File: config.mk
export PLATFORM = sky130hd
export DESIGN_NAME = fp_norm_round
export DESIGN_NICKNAME = d
export VERILOG_FILES = /design/src/rtl/fp_norm_round.sv
export SDC_FILE = /design/constraint.sdc
export NUM_CORES = 1
export LEC_CHECK = 0
export ABC_CLOCK_PERIOD_IN_PS = 4200
export CAP_MARGIN = 20
export CORE_ASPECT_RATIO = 0.9
export CORE_MARGIN = 5
export CORE_UTILIZATION = 55
export DETAILED_ROUTE_END_ITERATION = 8
export PLACE_DENSITY = 0.81
export SYNTH_ARGS = -nofsm -noshare
export SYNTH_HDL_FRONTEND = slang
export SYNTH_SLANG_ARGS = --single-unit
File: constraint.sdc
create_clock -name clk -period 4.2 [get_ports clk]
set_input_delay 0.63 -clock clk [delete_from_list [all_inputs] [get_ports clk]]
set_output_delay 0.63 -clock clk [all_outputs]
set_load 0.01 [all_outputs]
File: src/rtl/fp_norm_round.sv
// fp_norm_round
// Normalise-and-round stage that sits after the fp_adder align/add datapath.
// It takes a raw sign, biased exponent and unnormalised mantissa sum,
// normalises it one bit per cycle, rounds to nearest-even and returns a
// packed IEEE-754 single together with overflow/underflow/inexact flags.
// Only one operation is held at a time.
//
// Ports:
//   clk, rst       rising-edge clock, synchronous active-high reset
//   in_valid       upstream operand valid
//   in_ready       high only while idle (and never during reset)
//   in_sign        result sign from the adder
//   in_exp         biased exponent of the larger operand
//   in_man         raw mantissa {carry, hidden, fraction, guard, round, sticky}
//   out_valid      packed result and flags are valid
//   out_ready      downstream accepts the result
//   out_result     {sign, exponent, fraction}
//   out_overflow   result saturated to infinity
//   out_underflow  nonzero result flushed to zero
//   out_inexact    rounding or flush discarded nonzero bits
module fp_norm_round #(
  parameter int EXP_W   = 8,
  parameter int FRAC_W  = 23,
  parameter int EXP_MAX = 255
) (
  input  logic                  clk,
  input  logic                  rst,
  input  logic                  in_valid,
  output logic                  in_ready,
  input  logic                  in_sign,
  input  logic [EXP_W-1:0]      in_exp,
  input  logic [FRAC_W+4:0]     in_man,
  output logic                  out_valid,
  input  logic                  out_ready,
  output logic [EXP_W+FRAC_W:0] out_result,
  output logic                  out_overflow,
  output logic                  out_underflow,
  output logic                  out_inexact
);

  localparam int MW = FRAC_W + 5;
  localparam int XW = EXP_W + 2;
  // Width of the part that takes the rounding increment: carry, hidden, fraction.
  localparam int RW = MW - 3;

  localparam logic signed [XW-1:0] EXP_ONE   = XW'(1);
  localparam logic signed [XW-1:0] EXP_ZERO  = '0;
  localparam logic signed [XW-1:0] EXP_LIMIT = XW'(EXP_MAX);

  typedef enum logic [1:0] {
    IDLE,
    NORM,
    ROUND,
    DONE
  } state_t;

  state_t               state;
  logic                 sign_r;
  logic signed [XW-1:0] exp_r;
  logic [MW-1:0]        man_r;

  logic                 round_up;
  logic                 rnd_inexact;
  logic [RW-1:0]        rnd_sum;
  logic [FRAC_W-1:0]    rnd_frac;
  logic signed [XW-1:0] rnd_exp;

  // The stage can take a new operand only when it is idle; reset forces it low
  // so nothing is accepted on the same edge that clears the stage.
  assign in_ready = (state == IDLE) && !rst;

  // Round-to-nearest-even on the normalised mantissa. The increment is only
  // added above the G/R/S bits, so a carry out of the hidden bit shows up in
  // the top bit of the sum and costs one right shift plus an exponent bump.
  // After that carry the fraction is all zeros, so no sticky bookkeeping is
  // needed for the renormalising shift.
  always_comb begin
    round_up    = man_r[2] & (man_r[1] | man_r[0] | man_r[3]);
    rnd_inexact = |man_r[2:0];
    rnd_sum     = man_r[MW-1:3] + RW'(round_up);
    if (rnd_sum[RW-1]) begin
      rnd_frac = rnd_sum[RW-2:1];
      rnd_exp  = exp_r + EXP_ONE;
    end else begin
      rnd_frac = rnd_sum[RW-3:0];
      rnd_exp  = exp_r;
    end
  end

  // Main sequencer. IDLE captures an operand and clears the previous flags,
  // NORM performs one normalisation action per cycle (zero detect, right shift
  // on carry, stop on hidden bit, flush when the exponent runs out, otherwise
  // shift left), ROUND packs the result and checks the exponent range, and
  // DONE holds the result until downstream takes it. The exponent is carried
  // two bits wider and signed so that increments past the all-ones code and
  // decrements towards zero never wrap.
  always_ff @(posedge clk) begin
    if (rst) begin
      state         <= IDLE;
      sign_r        <= 1'b0;
      exp_r         <= '0;
      man_r         <= '0;
      out_valid     <= 1'b0;
      out_result    <= '0;
      out_overflow  <= 1'b0;
      out_underflow <= 1'b0;
      out_inexact   <= 1'b0;
    end else begin
      case (state)
        IDLE: begin
          if (in_valid) begin
            sign_r        <= in_sign;
            exp_r         <= {2'b00, in_exp};
            man_r         <= in_man;
            out_result    <= '0;
            out_overflow  <= 1'b0;
            out_underflow <= 1'b0;
            out_inexact   <= 1'b0;
            state         <= NORM;
          end
        end
        NORM: begin
          if (man_r == '0) begin
            out_result <= '0;
            out_valid  <= 1'b1;
            state      <= DONE;
          end else if (man_r[MW-1]) begin
            man_r <= {1'b0, man_r[MW-1:2], man_r[1] | man_r[0]};
            exp_r <= exp_r + EXP_ONE;
            state <= ROUND;
          end else if (man_r[MW-2]) begin
            state <= ROUND;
          end else if (exp_r <= EXP_ONE) begin
            out_result    <= {sign_r, {(EXP_W + FRAC_W){1'b0}}};
            out_underflow <= 1'b1;
            out_inexact   <= 1'b1;
            out_valid     <= 1'b1;
            state         <= DONE;
          end else begin
            man_r <= man_r << 1;
            exp_r <= exp_r - EXP_ONE;
          end
        end
        ROUND: begin
          if (rnd_exp >= EXP_LIMIT) begin
            out_result   <= {sign_r, {EXP_W{1'b1}}, {FRAC_W{1'b0}}};
            out_overflow <= 1'b1;
            out_inexact  <= 1'b1;
          end else if (rnd_exp == EXP_ZERO) begin
            out_result    <= {sign_r, {(EXP_W + FRAC_W){1'b0}}};
            out_underflow <= 1'b1;
            out_inexact   <= 1'b1;
          end else begin
            out_result  <= {sign_r, rnd_exp[EXP_W-1:0], rnd_frac};
            out_inexact <= rnd_inexact;
          end
          out_valid <= 1'b1;
          state     <= DONE;
        end
        DONE: begin
          if (out_ready) begin
            out_valid <= 1'b0;
            state     <= IDLE;
          end
        end
        default: state <= IDLE;
      endcase
    end
  end

endmodule

Word level (Yosys, flattened, before mapping):

Cells that the tools add are included.

* bits in registers: 77
* output and inout port bits: 37
* word-level logic and storage cells: 100

* add/subtract/negate cells: 3
* order comparisons: 2
* equality and inequality tests: 18
* muxes and demuxes: 45
* bitwise logic cells: 3
* reduce and logical (&&, ||, !) cells: 19

Operator list (number)
* $mux 32: 5
* $pmux 32 s3: 1
* $mux 27: 3
* $mux 31: 2
* $mux 10: 6
* $mux 28: 2
* $pmux 28 s2: 1
* $logic_not 28->1: 1
* $add 25x1->25: 1
* $mux 23: 1
* $pmux 10 s2: 1
* $ne 2x2->1 const B: 9
* $ne 3x3->1 const B: 5
* $reduce_and 5->1: 3
* $mux 1: 12
* $mux 2: 6
* $add 10x2->10 const B: 1
* $ge 10x9->1 const B: 1
* $le 10x2->1 const B: 1
* $logic_not 10->1: 1
* $sub 10x2->10 const B: 1
* $pmux 1 s3: 3
* $reduce_and 3->1: 3
* $pmux 2 s4: 1
* other kinds (15): 19

Longest topological paths before layout:

Gate-level depths: netlist of the first run.

* depth after elaboration: 9
* depth in mapped cells: 14
* mapped depth without buffers: 10

Least setup slack after synthesis of the first run:

OpenSTA, ideal clock, no wires.

* path type: flip-flop to flip-flop
* start: register man_r[2]
* end: register out_result[14]
* setup time: 0.117 ns
* arrival time: 2.781 ns
* data required time: 4.083 ns
* slack: 1.302 ns
* stages on the path, launching flop included: 15
* clock period less this slack: 2.898 ns
* cells stage by stage: dfxtp_1 -> and2_1 -> ha_1 -> and3_1 -> clkbuf_2 -> and4_1 -> buf_6 -> a21oi_4 -> or3_1 -> a221oi_2 -> o21ai_2 -> and3b_1 -> buf_6 -> buf_6 -> a32o_1

* word-level cells in the longest chain between the ends: 7

Ends and longest elaborated chain
* from (decl): RTL line 60 `logic [MW-1:0] man_r;`
* from (signal assigned): RTL line 114 `man_r <= in_man;`
* from (signal assigned): RTL line 128 `man_r <= {1'b0, man_r[MW-1:2], man_r[1] | man_r[0]};`
* from (signal assigned): RTL line 140 `man_r <= man_r << 1;`
* parallel branches: the longest is 7 deep, another holds $add 25x1->25
* to (signal assigned): RTL line 146 `out_result <= {sign_r, {EXP_W{1'b1}}, {FRAC_W{1'b0}}};`
* to (signal assigned): RTL line 150 `out_result <= {sign_r, {(EXP_W + FRAC_W){1'b0}}};`
* to (signal assigned): RTL line 154 `out_result <= {sign_r, rnd_exp[EXP_W-1:0], rnd_frac};`
* to (decl): RTL line 35 `output logic [EXP_W+FRAC_W:0] out_result,`

Several ways; the timed one is not identified.
A chain may end at the register's enable or synchronous reset.

Worst setup path after layout of the first run:

* start: register man_r[3]
* end: register out_result[10]

* word-level cells in the longest chain between the ends: 8

Ends and longest elaborated chain
* parallel branches: the longest is 8 deep, another holds $add 25x1->25

Several ways; the timed one is not identified.

==> results of run 1 <==
==> worst reg2reg max path: cells and delay by family, from the launching register on <==
kind,cells,cell delay [ns]
compound gates,3,0.87
flops,1,0.46
simple gates,5,1.95
fa+ha+maj,1,0.19
xor+xnor,1,0.20
==> layout make-up <==
cell class                 instances  area [µm²]  share of cell area
inverter                          15        56.3             0.00898
timing repair buffer              90         881               0.141
clock buffer                      10         128              0.0204
tap                              126         158              0.0251
sequential                        77        1540               0.246
multi-input combinational        577        3420               0.545
clock inverter                     6        87.6              0.0140
==> registers in the layout (all words and copies together), names as in the netlist <==
| signal | cells |
|---|---|
| out_result | 32 |
| man_r | 28 |
| exp_r | 10 |
| state | 2 |
| out_inexact | 1 |
| out_overflow | 1 |
| out_underflow | 1 |
| out_valid | 1 |
| sign_r | 1 |
==> kinds of logic after synthesis <==
| family | after synthesis | share of synthesized area |
|---|---|---|
| AND/OR/NAND/NOR | 299 | 0.261 |
| AO/OA/AOI/OAI | 220 | 0.270 |
| buffers and inverters | 88 | 0.0726 |
| flip-flops | 77 | 0.289 |
| XOR/XNOR | 31 | 0.0508 |
| multiplexers | 17 | 0.0333 |
| adder cells (fa/ha/maj) | 10 | 0.0234 |
==> Yosys cell counts (10+ instances only) <==
cell type,number
a211oi_1,28
a21oi_1,81
a22o_1,26
clkbuf_1,48
dfxtp_1,77
ha_1,10
inv_1,14
mux2i_1,11
nand2_1,98
nand3_1,23
nand4_1,10
nor2_1,93
nor3_1,16
o21ai_0,33
xnor2_1,18
xor2_1,13
==> worst paths after layout <==
| kind | slack, ns | end | cells after the start | start |
|---|---|---|---|---|
| setup / recovery | 0.49 | out_result[10] | 10 | man_r[3] |
| hold / removal | 0.48 | sign_r | 2 | sign_r |
| setup reg to reg | 0.49 | out_result[10] | 10 | man_r[3] |
| hold reg to reg | 0.48 | sign_r | 2 | sign_r |
==> report_power, final <==
| group | leakage (nW) | internal [W] | total, W | switching (W) |
|---|---|---|---|---|
| combinational | 1.55 | 0.000933 | 0.00237 | 0.00143 |
| sequential | 0.629 | 0.000907 | 0.00129 | 0.000382 |
| clock | 0.0985 | 0.000334 | 0.000642 | 0.000308 |
==> per-layer routing <==
layer  track usage  part of all wire  vias up
met2         0.378              0.41      264
met1         0.409              0.49     2577
met5             0                 0        -
li1              -                 -     2694
met4        0.0731             0.010        0
met3        0.0378             0.081       16
==> through the flow <==
stage / hold slack [ns] / total power [W]
after floorplan: 0.437 / 0.00299
after global placement: 0.456 / 0.00354
after detailed placement: 0.461 / 0.00360
after CTS: 0.477 / 0.00424
after global routing: 0.501 / 0.00463
final: 0.480 / 0.00430
==> qor.txt, run 1 <==
Hold WC Path Type - register to register
gpl congestion - 0.974
total negative slack - 0 ns
Post-synth EDFFs - 0
Finished Cell Area - 0.00627 mm²
Setup crit end kind - register
max-slew violation count - 0
period utilisation layout - 0.883
vias per cell - 6.16
vias in the first global route - 4922
Die Width - 114 µm
Antenna Cells - 0
Buffers on Ports - 77
leading cell type in the layout, fill and taps excluded - nand2_1
drt drc - 0
Tmin final - 3.71 ns
max_cap viols - 0
static leakage power - 2.27 nW
hold buffer count at CTS - 0
Avg WL per Cell - 17.3 µm
Yosys cell types - 61
Die Y - 103 µm
Achievable Freq - 270 MHz
status - complete, no violations
H-tree Lvls - 3
dominant cells by area after synthesis - dfxtp_1, a21oi_1, nand2_1
syn avg cell area - 7.20 µm²
DRT iter0 DRCs - 457
boundary pin count - 78
WS Path Type - register to register
Bufs on Longest Clock Path - 2
core area - 0.00957 mm²
dpl ws - 0.561 ns
CP startpoint kind - register
crit-path cells - and2_1 -> ha_1 -> and3_1 -> nand4_1 -> nor3_2 -> o21ai_0 -> xnor2_1 -> o21ai_2 -> and3b_1 -> a32o_1
worst path bufs/invs - 0
final worst slack - 0.493 ns
highest cell delay on the worst timing path - 0.73 ns
count of nets left with antenna violations after detail routing - 0
Yosys top cell by area - dfxtp_1
top_reg_cell synth - dfxtp_1
Mapped Cells - 742
post-detail-place hpwl - 11200 µm
clk_lat worst skew - 0.36 ns
placed insts - 885
most frequent cells in the layout - nand2_1, nor2_1, a21oi_1, dfxtp_1, clkdlybuf4s50_1
Placed Area - 0.00605 mm²
final hold vios - 0
CTS Root Cell - clkbuf_8
CP required - 4.50 ns
CTS sink count - 77
RSZ-0062 raised after global routing - false
Post-CTS Repair Setup Buffers - 0
post-layout util - 0.655
Initial Utilization - 0.558
Cell Pwr Density - 686 mW/mm²
area grow syn2layout - 17.4%
Rows - 34
Clock Skew - 0.00854 ns
Worst-path clk slew - 0.09 ns
crit path max-delay cell type - and3b_1
Seq/Total Area, Yosys - 0.289
synthesized area - 0.00534 mm²
number of fillers in the final layout - 857
drt pass-1 iters - 5
first-pass GRT wire length - 25300 µm
crit-path max FO - 23
worst relative slew slack - 0.451
overall routing resource usage - 0.264
Final Net Count - 821
#FFs+latches synth - 77
Crit path arrival time - 4.01 ns
routed wire length - 15600 µm
GRT overflow - 0
Worst Max-Slew Pin Slew - 0.821 ns
peak supply drop - 0.000483 V
initial antenna violation count - 0
warnings from Yosys - 0
Finished Layout Cells - 901
PostCTS Resize Cnt - 0
die outline area - 0.0118 mm²
CTS tree - built
Top delay family on crit path - simple AND/OR/NAND/NOR gates
CTS Buf Count - 9
largest net degree at the start of global routing - 56
endpoints failing setup - 0
layout cells sized above 1 - 0.0671
vias - 5551
ys async rst share - 0
Synth top area share - 0.289
net count after synthesis - 793
Note: power is estimated with default switching activity, not from simulation.
==> inputs of run 2 (changes only) <==
Settings changed: CELL_PAD_IN_SITES_DETAIL_PLACEMENT set to 1, CELL_PAD_IN_SITES_GLOBAL_PLACEMENT set to 1, CORE_UTILIZATION 55 to 40, PLACE_DENSITY 0.81 to not set, PLACE_DENSITY_LB_ADDON set to 0.1.
==> run 2 against run 1 <==
Effect of this change: sequential cell count unchanged; die area is 34% higher; worst setup slack better by 0.088 ns; via count shrank 0.58%; largest cell class unchanged; critical path depth up 1; clock power up 30%.
==> qor.txt, run 2 (synthesis results as in run 1) <==
area grow syn2layout - 20.9%
Cell Pwr Density - 712 mW/mm²
Rows - 40
Int Pwr - 0.00237 W
worst relative slew slack - 0.429
max_cap viols - 0
hold endpoint - out_result[11]
WS Path Type - register to register
core area - 0.0132 mm²
drt drc - 0
hold buffer count at CTS - 0
vias - 5519
largest net degree at the start of global routing - 66
GRT overflow - 0
vias per cell - 5.82
Reg with most FFs - out_result
leading cell type in the layout, fill and taps excluded - nand2_1
DRT iter0 DRCs - 363
Achievable Freq - 276 MHz
biggest regs - out_result (32), man_r (28), exp_r (10)
crit-path max FO - 23
PostCTS Resize Cnt - 0
Die Y - 120 µm
boundary pin count - 78
period utilisation layout - 0.861
Fin Hold WS - 0.475 ns
r2r setup slk - 0.58 ns
number of fillers in the final layout - 1674
H-tree Lvls - 3
power share of the clock group - 0.181
gpl congestion - 0.901
Setup crit end kind - register
Antenna Cells - 0
Die Width - 132 µm
clk_lat worst skew - 0.35 ns
CTS tree - built
Buffers on Ports - 77
status - complete, no violations
Clock Skew - 0.0123 ns
Worst Hold Path Cells - 1
layout cells sized above 1 - 0.0731
count of nets left with antenna violations after detail routing - 0
CP required - 4.49 ns
CTS Buf Count - 9
Worst Max-Slew Pin Slew - 0.856 ns
flip-flop count of the largest register after layout - 32
final worst slack - 0.582 ns
CTS sink count - 77
routed wire length - 18200 µm
post-layout util - 0.489
overall routing resource usage - 0.235
Final Net Count - 826
Tmin final - 3.62 ns
dpl ws - 0.662 ns
switching portion of total power - 0.486
initial antenna violation count - 0
max-slew violation count - 0
post-detail-place hpwl - 13500 µm
CTS Root Cell - clkbuf_16
number of cells on the worst reg-to-reg path - 11
die outline area - 0.0158 mm²
drt pass-1 iters - 4
Net Sw Power - 0.00223 W
RR Startpoint - man_r[2]
endpoints failing setup - 0
final hold vios - 0
Avg WL per Cell - 19.2 µm
Post-CTS Repair Setup Buffers - 0
Initial Utilization - 0.404
Placed Area - 0.00614 mm²
part of the power in registers - 0.277
reg2reg end - out_result[10]
Finished Cell Area - 0.00646 mm²
Hold WC Path Type - register to register
Combinational Power Share - 0.542
Bufs on Longest Clock Path - 2
RSZ-0062 raised after global routing - false
static leakage power - 2.35 nW
vias in the first global route - 5465
peak supply drop - 0.000482 V
total negative slack - 0 ns
most frequent cells in the layout - nand2_1, nor2_1, a21oi_1, dfxtp_1, clkdlybuf4s50_1
CP startpoint kind - register
Min-Delay Startpoint - out_result[11]
Crit path arrival time - 3.90 ns
first-pass GRT wire length - 30400 µm
Worst-path clk slew - 0.06 ns
run 2: layer usage:
layer,vias to the layer above,wire length (µm),GRT usage
li1,2720,-,-
met4,0,264,0.0636
met5,-,0,0
met2,138,7490,0.324
met1,2643,9480,0.362
met3,18,987,0.0520
run 2: worst max-delay path by stage:
| stage | from | end | slack (ns) | cells after the start |
|---|---|---|---|---|
| 2_1_floorplan | man_r[2] | out_result[14] | 1.30 | 14 |
| 3_3_place_gp | man_r[2] | out_result[10] | 0.83 | 11 |
| 3_5_place_dp | man_r[2] | out_result[12] | 0.66 | 11 |
| 4_1_cts | man_r[2] | out_result[10] | 0.64 | 11 |
| 5_1_grt | man_r[2] | out_result[10] | 0.29 | 11 |
| 6_report | man_r[2] | out_result[10] | 0.58 | 11 |
run 2: layout make-up:
type	count	area (µm²)	area share
Tap cell	168	210	0.0326
Sequential cell	77	1540	0.239
Inverter	15	56.3	0.00872
Clock inverter	3	42.5	0.00659
Multi-Input combinational cell	577	3420	0.529
Timing Repair Buffer	95	918	0.142
Clock buffer	13	270	0.0419
run 2: per-stage QoR:
| step | power (W) | cells |
|---|---|---|
| 2_1_floorplan | 0.00299 | 742 |
| 3_3_place_gp | 0.00366 | 932 |
| 3_5_place_dp | 0.00375 | 932 |
| 4_1_cts | 0.00460 | 948 |
| 5_1_grt | 0.00498 | 948 |
| 6_report | 0.00460 | 948 |
run 2: power by group through the flow:
stage | sequential (W) | combinational (W) | clock (W)
2_1_floorplan | 0.00104 | 0.00195 | 0
3_3_place_gp | 0.00127 | 0.00240 | 0
3_5_place_dp | 0.00128 | 0.00247 | 0
4_1_cts | 0.00127 | 0.00248 | 0.000852
5_1_grt | 0.00132 | 0.00278 | 0.000880
6_report | 0.00127 | 0.00249 | 0.000832
run 2: worst max-delay path, cell delays in order, from the launching register on:
cell and delay (ns):
dfxtp_1 0.45, and2_1 0.17, ha_1 0.20, and3_1 0.30, nand4_1 0.24, nor3_2 0.21
buf_4 0.18, o21ai_0 0.10, xnor2_1 0.19, o21ai_2 0.42, and3b_1 0.79, a32o_1 0.28
==> inputs of run 3 (changes only) <==
Settings changed: CORE_MARGIN 5 to not set, GPL_TIMING_DRIVEN set to 0.
==> run 3 against run 2 <==
Effect of this change: worst hold slack worse by 0.017 ns; count of clock-buffer cells in the layout is 3 lower; cell area is 2.3% higher; largest power group unchanged; critical path depth stayed put; first-iteration DRC count is 21% higher; critical endpoint is now out_result[0].
==> qor.txt, run 3 (synthesis results as in run 1) <==
GRT overflow - 0
CTS tree - built
drt pass-1 iters - 4
Avg WL per Cell - 20.0 µm
number of fillers in the final layout - 1653
Initial Utilization - 0.416
total negative slack - 0 ns
Tmin final - 3.87 ns
largest net degree at the start of global routing - 13
Cell Pwr Density - 713 mW/mm²
core area - 0.0128 mm²
max_cap viols - 0
Crit path arrival time - 4.16 ns
boundary pin count - 78
CTS Buf Count - 9
final worst slack - 0.328 ns
Worst-path clk slew - 0.06 ns
Achievable Freq - 258 MHz
drt drc - 0
final hold vios - 0
crit-path cells - clkbuf_1 -> inv_1 -> ha_1 -> or2_2 -> a31oi_1 -> o21ai_0 -> a21boi_1 -> nor3_1 -> nor2_1 -> clkbuf_1 -> a22o_1
CTS sink count - 77
peak supply drop - 0.000386 V
Final Net Count - 881
CTS Root Cell - clkbuf_16
routed wire length - 19900 µm
Rows - 39
Buffers on Ports - 77
Reg with most FFs - out_result
worst path bufs/invs - 3
Net Sw Power - 0.00238 W
post-layout util - 0.515
period utilisation layout - 0.922
part of the power in registers - 0.227
post-detail-place hpwl - 15300 µm
area grow syn2layout - 23.7%
max-slew violation count - 0
worst relative slew slack - 0.567
Top delay family on crit path - compound AO/OA/AOI/OAI gates
gpl congestion - 0.915
PostCTS Resize Cnt - 0
placed insts - 983
crit-path max FO - 10
vias per cell - 5.88
most frequent CP cell - clkbuf_1
Bufs on Longest Clock Path - 2
static leakage power - 2.40 nW
endpoints failing setup - 0
vias - 5867
leading cell type in the layout, fill and taps excluded - nand2_1
RSZ-0062 raised after global routing - false
power share of the clock group - 0.167
CP required - 4.49 ns
dpl ws - 0.442 ns
most frequent cells in the layout - nand2_1, nor2_1, a21oi_1, dfxtp_1, clkdlybuf4s50_1
Int Pwr - 0.00233 W
crit path max-delay cell type - clkbuf_1
Die Y - 112 µm
CP startpoint kind - register
Finished Cell Area - 0.00661 mm²
overall routing resource usage - 0.296
biggest regs - out_result (32), man_r (28), exp_r (10)
Combinational Power Share - 0.606
H-tree Lvls - 3
highest cell delay on the worst timing path - 0.53 ns
DRT iter0 DRCs - 440
hold buffer count at CTS - 0
switching portion of total power - 0.505
flip-flop count of the largest register after layout - 32
vias in the first global route - 5792
clk_lat worst skew - 0.35 ns
initial antenna violation count - 0
Finished Layout Cells - 997
Hold WC Path Type - register to register
Worst Max-Slew Pin Slew - 0.650 ns
Die Width - 124 µm
WS Path Type - register to register
Setup crit end kind - register
status - complete, no violations
count of nets left with antenna violations after detail routing - 0
Clock Skew - 0.00924 ns
first-pass GRT wire length - 31300 µm
die outline area - 0.0138 mm²
Antenna Cells - 0
layout cells sized above 1 - 0.0624
Placed Area - 0.00632 mm²
Post-CTS Repair Setup Buffers - 0
run 3: final timing paths:
| check | startpoint | to | slack (ns) | cells past startpoint |
|---|---|---|---|---|
| setup reg to reg | exp_r[0] | out_result[0] | 0.33 | 11 |
| hold / removal | out_result[26] | out_result[26] | 0.46 | 2 |
| setup / recovery | exp_r[0] | out_result[0] | 0.33 | 11 |
| hold reg to reg | out_result[26] | out_result[26] | 0.46 | 2 |
run 3: layout make-up:
cell class                 instances  area, µm²  area share
inverter                          15       56.3     0.00852
clock buffer                      10        239      0.0362
multi-input combinational        577       3410       0.516
timing repair buffer              77        771       0.117
buffer                            73        332      0.0502
sequential                        77       1540       0.233
tap                              164        205      0.0311
clock inverter                     4       50.0     0.00758
run 3: per-stage QoR:
step                hold WS, ns  total power (W)
floorplan                 0.437          0.00299
global placement          0.444          0.00378
detailed placement        0.455          0.00387
CTS                       0.464          0.00467
global route              0.491          0.00503
finish                    0.458          0.00471
run 3: worst register-to-register path, delay by kind of cell, from the launching register on:
family,cells,cell delay (ns)
adder cells (fa/ha/maj),1,0.31
AND/OR/NAND/NOR,3,0.83
AO/OA/AOI/OAI,4,1.19
flip-flops,1,0.36
buffers and inverters,3,1.13
run 3: routing by layer:
layer	GRT usage	routed length [µm]
met3	0.0461	952
met2	0.469	8960
met4	0.0739	265
met1	0.414	9720
met5	0	0
run 3: power groups by stage:
| stage | clock network, W | registers (W) | logic (W) |
|---|---|---|---|
| finish | 0.000786 | 0.00107 | 0.00285 |
| floorplan | 0 | 0.00104 | 0.00195 |
| global route | 0.000821 | 0.00109 | 0.00312 |
| detailed placement | 0 | 0.00108 | 0.00279 |
| CTS | 0.000794 | 0.00106 | 0.00281 |
| global placement | 0 | 0.00107 | 0.00271 |
==> edit, RTL diff (flow settings as in run 3) <==
Encoding of `state_t`: now one-hot (4 bits for 4 states).
--- a/src/rtl/fp_norm_round.sv
+++ b/src/rtl/fp_norm_round.sv
@@ -49,7 +49,7 @@
 
-  typedef enum logic [1:0] {
-    IDLE,
-    NORM,
-    ROUND,
-    DONE
+  typedef enum logic [3:0] {
+    IDLE  = 4'b0001,
+    NORM  = 4'b0010,
+    ROUND = 4'b0100,
+    DONE  = 4'b1000
   } state_t;
Function: same outputs for any inputs over 4 cycles, from zero or initial values and one cycle with rst high; so few cycles prove little.
==> edit against run 3 <==
The run now ends with design-rule violations left. Worst setup slack improved by 0.071 ns. Cell area up 2.1%. Area after synthesis is 2.6% higher. Wire length increased by 10%. Largest cell class unchanged. Critical path depth stayed put. Sequential cell count up 2.
Power is not compared: it rests on default switching activity, and its combinational part moved more than twofold at a synthesized area within 25%.
==> edit: results (changes against run 3) <==
| Metric | Value |
|---|---|
| Fin nets | 849 (-3.6%) |
| Status | complete, but fails checks |
| Crit path DAT | 4.10 ns (-0.06 ns) |
| Vias in the first global route | 6453 (+11%) |
| Hold Path Depth | 1 (-1) |
| Syn Area/Cell | 7.65 um2 (+6.4%) |
| Met1 Use GR | 39.5% (-1.9 points) |
| Final Hold Slack | 0.473 ns (+0.0151 ns) |
| DRT iter0 DRCs | 529 (+20%) |
| Wire per inst | 22.4 um (+12%) |
| Final wirelength | 21900 um (+10%) |
| Reg-to-reg setup timing slack | 0.40 ns (+0.07 ns) |
| Failing checks | design-rule violations |
| Most instantiated cells after synthesis | dfxtp_1, nor2_1, nand2_1 |
| Layout cell share with drive strength beyond 1 | 7.29% (+1.1 points) |
| Synth area leaders | dfxtp_1, nor2_1, nand2_1 |
| Sequential area share after synthesis | 28.9% (about the same) |
| Met3 WL | 1450 um (+52%) |
| R2r endpoint | exp_r[3] |
| Hold Crit Endpoint | out_result[7] |
| Clock Latency Late Sink | 0.37 ns (+0.02 ns) |
| Worst slew margin | 34.4% (-22 points) |
| M2 GR Usage | 53.3% (+6.4 points) |
| DRC | 3 (+3) |
| Vias per cell | 6.48 (+10%) |
| # placed instances | 961 (-2.2%) |
| Mapped Nets | 761 (-4.0%) |
| Slowest-stage cell, CP | buf_1 |
| Overall Global Routing Usage | 31.7% (+2.1 points) |
| Hold Startpoint | out_result[7] |
| Final RePlAce weighted congestion | 0.902 (-1.4%) |
| First drt pass iteration count | 7 (+3) |
| Met3 usage | 5.53% (+0.92 points) |
| CP top delay family | buffers and inverters |
| Detailed-placement wirelength estimate | 16200 um (+5.6%) |
==> edit: cell count changes in the layout (fill, tap and decap cells not counted), sizes merged, moves of 10 or more <==
cell	before	now
a21oi	82	34
nand2	98	69
a221oi	1	28
and3	8	30
nor2	94	76
a221o	0	10
==> edit: layout make-up <==
type / count / area [um2]
repair buffers: 77 / 771
well taps: 168 / 210
plain buffers: 76 / 328
multi-input cells: 547 / 3520
flip-flops and latches: 79 / 1580
inverters: 14 / 52.6
fillers: 1643 / 6620
clock buffers: 11 / 243
clock inverters: 5 / 33.8
==> edit: kinds of logic after synthesis <==
group / after synthesis / synth area share (%)
XOR/XNOR: 17 / 2.72
AND/OR/NAND/NOR: 281 / 26.7
AO/OA/AOI/OAI: 240 / 32.9
flip-flops: 79 / 28.9
buffers and inverters: 90 / 6.92
multiplexers: 5 / 0.959
adder cells (fa/ha/maj): 4 / 0.913
